**src/rtl/rtn_addr_stack.sv**
```systemverilog
`default_nettype none
// ============================================================================
// Module   : rtn_addr_stack
// Brief    : Hardware return-address stack (LIFO) for the program counter.
//            A call pushes PC+1, a return discards the top entry while the PC
//            loads Return_Addr in the same cycle. Sticky overflow/underflow
//            status is kept for the control unit.
//            Optional build macro RAS_OVF_WRAP_EN: when defined, storage acts
//            as a circular buffer and a push while full overwrites the oldest
//            entry; when undefined, a push while full is rejected.
// Revision : 1.0 - initial release
// ============================================================================
module rtn_addr_stack #(
    parameter int DEPTH = 8,
    parameter int AW    = 8
) (
    input  logic                   clk,
    input  logic                   reset,
    input  logic                   Push_Rtn,
    input  logic                   Pop_Rtn,
    input  logic [AW-1:0]          PC,
    input  logic                   Clr_Err,
    output logic [AW-1:0]          Return_Addr,
    output logic                   Stack_Empty,
    output logic                   Stack_Full,
    output logic [$clog2(DEPTH):0] Stack_Cnt,
    output logic                   Stack_Ovf,
    output logic                   Stack_Unf
);

    localparam int              c_PW    = $clog2(DEPTH);
    localparam logic [c_PW:0]   c_DEPTH = (c_PW + 1)'(DEPTH);

    // r_sp points at the next free slot; the top entry lives at r_sp-1.
    logic [AW-1:0]   r_mem [DEPTH];
    logic [c_PW-1:0] r_sp;
    logic [c_PW:0]   r_cnt;
    logic            r_ovf;
    logic            r_unf;

    logic            w_empty;
    logic            w_full;
    logic [c_PW-1:0] w_top_idx;
    logic [AW-1:0]   w_push_val;
    logic            w_we;
    logic [c_PW-1:0] w_waddr;
    logic [c_PW-1:0] w_sp_nxt;
    logic [c_PW:0]   w_cnt_nxt;
    logic            w_ovf_evt;
    logic            w_unf_evt;

    assign w_empty    = (r_cnt == '0);
    assign w_full     = (r_cnt == c_DEPTH);
    assign w_top_idx  = r_sp - c_PW'(1);
    assign w_push_val = PC + AW'(1);

    // Decode the requested operation into a storage write and pointer/count update.
    always_comb begin
        w_we      = 1'b0;
        w_waddr   = r_sp;
        w_sp_nxt  = r_sp;
        w_cnt_nxt = r_cnt;
        w_ovf_evt = 1'b0;
        w_unf_evt = 1'b0;
        if (Push_Rtn && Pop_Rtn && !w_empty) begin
            // Return immediately followed by a call: replace the top in place.
            w_we    = 1'b1;
            w_waddr = w_top_idx;
        end else if (Push_Rtn) begin
            if (!w_full) begin
                w_we      = 1'b1;
                w_sp_nxt  = r_sp + c_PW'(1);
                w_cnt_nxt = r_cnt + (c_PW + 1)'(1);
            end else begin
                w_ovf_evt = 1'b1;
`ifdef RAS_OVF_WRAP_EN
                // When full, the free-slot pointer aliases the oldest entry,
                // so writing there drops the oldest and makes the new one top.
                w_we     = 1'b1;
                w_sp_nxt = r_sp + c_PW'(1);
`endif
            end
        end else if (Pop_Rtn) begin
            if (!w_empty) begin
                w_sp_nxt  = r_sp - c_PW'(1);
                w_cnt_nxt = r_cnt - (c_PW + 1)'(1);
            end else begin
                w_unf_evt = 1'b1;
            end
        end
    end

    // Pointer, count and sticky status registers; a new event beats Clr_Err.
    always_ff @(posedge clk) begin
        if (reset) begin
            r_sp  <= '0;
            r_cnt <= '0;
            r_ovf <= 1'b0;
            r_unf <= 1'b0;
        end else begin
            r_sp  <= w_sp_nxt;
            r_cnt <= w_cnt_nxt;
            r_ovf <= w_ovf_evt | (r_ovf & ~Clr_Err);
            r_unf <= w_unf_evt | (r_unf & ~Clr_Err);
        end
    end

    // Entry storage; contents need no reset because the count masks them.
    always_ff @(posedge clk) begin
        if (!reset && w_we) begin
            r_mem[w_waddr] <= w_push_val;
        end
    end

    assign Return_Addr = w_empty ? '0 : r_mem[w_top_idx];
    assign Stack_Empty = w_empty;
    assign Stack_Full  = w_full;
    assign Stack_Cnt   = r_cnt;
    assign Stack_Ovf   = r_ovf;
    assign Stack_Unf   = r_unf;

endmodule
`default_nettype wire

```
**config.mk**
```make
export PLATFORM = sky130hd
export DESIGN_NAME = rtn_addr_stack
export DESIGN_NICKNAME = d
export VERILOG_FILES = /design/src/rtl/rtn_addr_stack.sv
export SDC_FILE = /design/constraint.sdc
export NUM_CORES = 1
export LEC_CHECK = 0
export BUFFER_PORTS_ARGS = -buffer_cell sky130_fd_sc_hd__buf_2
export CORE_UTILIZATION = 30
export DETAILED_ROUTE_END_ITERATION = 8
export PLACE_DENSITY_LB_ADDON = 0.3
export SKIP_CTS_REPAIR_TIMING = 1
export SLEW_MARGIN = 20
export SYNTH_ARGS = -nofsm -noshare
export SYNTH_HDL_FRONTEND = slang
export SYNTH_SLANG_ARGS = --single-unit
```
**constraint.sdc**
```tcl
create_clock -name clk -period 4 [get_ports clk]
set_clock_uncertainty 0.15 [all_clocks]
set_input_delay 1.2 -clock clk [delete_from_list [all_inputs] [get_ports clk]]
set_output_delay 1.2 -clock clk [all_outputs]
set_load 0.02 [all_outputs]
```
* Word level (Yosys, flattened, before mapping)
Memories as Yosys holds them, arrays and structs flattened.
Index checks and enable logic that the tools add are counted.
** Cells by class
- Add/subtract/negate cells :: 5
- Equality and inequality tests :: 3
- Mux-type cells :: 22
- Bitwise logic cells :: 6
- Reduce and logical (&&, ||, !) cells :: 8
** Operators by type and width (number)
- $mux 4 :: 4
- $mux 3 :: 5
- $mux 1 :: 12
- $add 8x1->8 const B :: 1
- $mux 8 :: 1
- $add 4x1->4 const B :: 1
- $eq 4x4->1 const B :: 1
- $logic_not 4->1 :: 1
- $ne 2x2->1 const B :: 2
- $reduce_and 4->1 :: 1
- $sub 4x1->4 const B :: 1
- $add 3x1->3 const B :: 1
- $logic_and 1x1->1 :: 3
- $sub 3x1->3 const B :: 1
- $and 1x1->1 :: 2
- $logic_not 1->1 :: 2
- $not 1->1 :: 2
- $or 1x1->1 :: 2
- $reduce_bool 2->1 :: 1
** Storage, ports and cells
- Register bits :: 9
- Bits in writable memories :: 64
- Input port bits :: 13
- Output and inout bits :: 16
- Logic and storage cells :: 49
- Memories :: 1
** Memory list
- r_mem :: words 8, width 8, read ports 1, clocked after memory_dff 0, write ports 1, line 35 : logic [AW-1:0] r_mem [DEPTH];

* Logic depth before layout (Yosys ltp)
- Depth in word-level cells :: 7
- Gate-level depth with buffers :: 8
- Gate-level depth less buffers :: 6

* Worst setup path before layout
No wires, ideal clock.
- Kind :: reg2out
- Start :: register r_sp[0]
- End :: output Return_Addr[0]
- Arrival :: 2.007 ns
- Data required time :: 2.650 ns
- Path slack :: 0.643 ns
- Cell stages (with the launch flop) :: 8
- Cells stage by stage :: dfxtp_1 > buf_2 > inv_1 > ha_1 > buf_1 > mux4_2 > nand2_1 > a21oi_1
** On the way
- Word-level cells in the longest chain between the ends :: 3
** RTL lines
- start, declared :: line 36 : logic [c_PW-1:0] r_sp;
- start signal, assigned :: line 101 : r_sp <= w_sp_nxt;
- $sub 3x1->3 :: line 54 : assign w_top_idx = r_sp - c_PW'(1);
- $mem_v2 8x8
- $mux 8 :: line 115 : assign Return_Addr = w_empty ? '0 : r_mem[w_top_idx];
- end, declared :: line 23 : output logic [AW-1:0] Return_Addr,
Every way passes these cells.

* Worst setup path in the final report
- Start :: register r_sp[1]
- End :: output Return_Addr[3]
Same word-level chain as after synthesis.

==> out/metrics.yaml <==
status:
  status: "finished clean"
drt:
  wirelength_um: 6940
  vias_per_cell: 4.92
  routedWlPerCell_um: 16.4
  dr.pass1.iters: 4
  ant_nets: 0
  dr.first_iter.drc_count: 127
  drc: 0
  vias: 2087
clocking:
  htreeDepth: 3
  root_buffer: "clkbuf_8"
  clk_path_buf_depth: 2
  cts.sinks: 73
  clkLatencyLatePin_ns: 0.35
  clkTransAtPathRegs_ns: 0.08
  cts_tree: "done"
  cts_buffers: 9
setup_path:
  path_max_fanout: 12
  regToRegSetupSlack_ns: 1.21
  path_cells: "inv_1, ha_1, buf_12, mux4_2, nand2_1, a21oi_1, buf_2"
  critPathMaxStageDelay_ns: 0.59
  required_ns: 2.65
  startpoint_type: "flop"
  cp_slowest_cell: "ha_1"
  crit_buf_inv: 3
  crit_type: "reg -> out"
  arrival_ns: 2.33
  setup.worst_path.end_class: "primary output"
  cp_top_family: "adder cells"
grt:
  antenna_found_initial: 0
  grt.busiest_layer: "met2"
  grt_pass1_vias: 2133
  gr-usage-all-layers_pct: 13.6
  grt_use_met2_pct: 21.7
  grtUsageMet1_pct: 17.3
  grt_max_degree: 21
  gr-usage-met3_pct: 2.66
  grt_pass1_wl_um: 11400
  grt.overflow.total: 0
logic_synthesis:
  ys_seq_elements: 73
  synth_edf_count: 64
  synth_seq_area_share_pct: 63.0
  synthesis.area_um2: 3340
  yosysWarnings: 0
  ys.flop_type: "edfxtp_1"
  synth_area_per_cell_um2: 14.0
  syn_nets: 258
  yosysUniqueCellTypes: 43
  ys_async_sr_fraction_pct: 0
  syn_inst: 239
final_layout:
  stdcell_count: 424
  n_antenna_cell: 0
  syn_to_final_growth_pct: 16.8
  fin_nets: 298
  utilization_pct: 35.9
  drive_gt1_share_pct: 27.1
hold_path:
  hold_class: "reg -> reg"
placed_design:
  dpl.cell_count: 408
  gp_congestion: 0.724
  port_buffers: 28
  dp_hpwl_um: 4790
pwr:
  peakVddDrop_mv: 0.226
  p_leak_nw: 1.34
  p_comb_share_pct: 40.1
  power_frac_clock_pct: 22.4
  power_switching_uw: 942
  p_seq_share_pct: 37.5
  p_int_mw: 1.60
  p_per_area_nw_per_um2: 653
  p_sw_share_pct: 37.0
timing:
  max_freq_ghz: 0.271
  min_period_ns: 3.68
  tightest_slew_ns: 0.698
  fin_setup_tns_ns: 0
  drv_slew: 0
  period_share_pct: 92.1
  relSlewSlack_pct: 53.1
  finalHoldViolations: 0
  final-setup-viol-count: 0
  rsz0062_at_grt: "false"
  holdWs_ns: 0.434
die:
  die-area_um2: 11500
  die_y_um: 107
  boundaryPins: 29
  die_w_um: 107
  start_util_pct: 30.8
  std_cell_rows: 38
  core_um2: 10800
flow_run:
  drv_cap: 0
==> state kept, by name, indices dropped and copies added (netlist names) <==
| register | flops |
|---|---|
| Stack_Cnt | 4 |
| Stack_Ovf | 1 |
| Stack_Unf | 1 |
| r_mem | 64 |
| r_sp | 3 |
==> layer usage <==
metal	part of all wire [%]	routed length [um]
met2	50	3470
met3	2.5	171
met5	0	0
met4	1.7	120
met1	46	3180
==> synthesized netlist by cell type (3+ instances only) <==
| cell type | n | area share, % |
|---|---|---|
| nor2b_1 | 4 | 0.75 |
| buf_2 | 3 | 0.45 |
| inv_1 | 8 | 0.90 |
| and3_2 | 3 | 0.68 |
| nand2_1 | 20 | 2.3 |
| clkbuf_1 | 5 | 0.56 |
| nand3_1 | 7 | 1.1 |
| dfxtp_1 | 9 | 5.4 |
| mux4_2 | 16 | 11 |
| nor2_1 | 16 | 1.8 |
| a21oi_1 | 15 | 2.3 |
| nand2b_1 | 3 | 0.56 |
| nor3_1 | 8 | 1.2 |
| a31oi_1 | 5 | 0.94 |
| edfxtp_1 | 64 | 58 |
| xnor2_1 | 5 | 1.3 |
| o21ai_0 | 6 | 0.90 |
| xor2_1 | 4 | 1.1 |
| ha_1 | 5 | 1.9 |
| nor4_1 | 5 | 0.94 |
==> stage by stage <==
stage | setup WS (ns) | cell area [um2] | power [mW]
6_report | 0.316 | 3900 | 2.54
5_1_grt | 0.172 | 3900 | 2.70
4_1_cts | 0.273 | 3900 | 2.58
3_5_place_dp | 0.671 | 3700 | 2.01
3_3_place_gp | 0.754 | 3700 | 2.00
2_1_floorplan | 0.643 | 3340 | 1.68
==> kinds of logic after synthesis <==
| kind of cell | Yosys count | share of synthesized area (%) |
|---|---|---|
| and+or+nand+nor | 76 | 11.7 |
| xor gates and xnor gates | 9 | 2.36 |
| adders and majority gates | 6 | 2.48 |
| buffers and inverters | 20 | 2.59 |
| AOI/OAI and AO/OA | 38 | 6.75 |
| DFF | 73 | 63.0 |
| muxes | 17 | 11.1 |
==> power by group through the flow <==
stage	Combinational, mW	Clock, mW	Sequential [mW]
6_report	1.02	0.570	0.954
2_1_floorplan	0.710	0	0.971
4_1_cts	1.04	0.588	0.955
3_3_place_gp	1.03	0	0.970
3_5_place_dp	1.04	0	0.971
5_1_grt	1.13	0.616	0.963
==> placed cells by master, fill, tap and decap left out, drive strengths merged, types with 7 or more instances in the layout <==
master	n
a21oi	15
buf	40
clkbuf	10
dfxtp	9
edfxtp	64
inv	9
mux4	16
nand2	20
nand3	7
nor2	16
nor3	8
o21ai	8
==> tightest hold or removal path: stages, from the launching register on <==
cell	delay (ns)
dfxtp_1	0.31
inv_1	0.05
o22ai_1	0.07
nor2b_1	0.12
==> path summary, 6_finish.rpt <==
check                            start  cells after the start                    end
max reg2reg  Stack_Cnt[0]$_SDFFE_PP0P_                      6  r_mem[4][2]$_DFFE_PP_
max               r_sp[1]$_SDFFE_PP0P_                      7         Return_Addr[3]
min reg2reg       Stack_Ovf$_SDFF_PP0_                      3   Stack_Ovf$_SDFF_PP0_
min               Stack_Ovf$_SDFF_PP0_                      3   Stack_Ovf$_SDFF_PP0_
==> final cells by class <==
| class | count | area [um2] |
|---|---|---|
| clock buffer | 10 | 128 |
| clock inverter | 6 | 67.6 |
| fill | 1055 | 6940 |
| inverter | 9 | 33.8 |
| multi-input combinational | 146 | 1150 |
| sequential | 73 | 2100 |
| tap | 140 | 175 |
| timing repair buffer | 40 | 243 |
No activity file was read; power rests on OpenSTA's default activity.
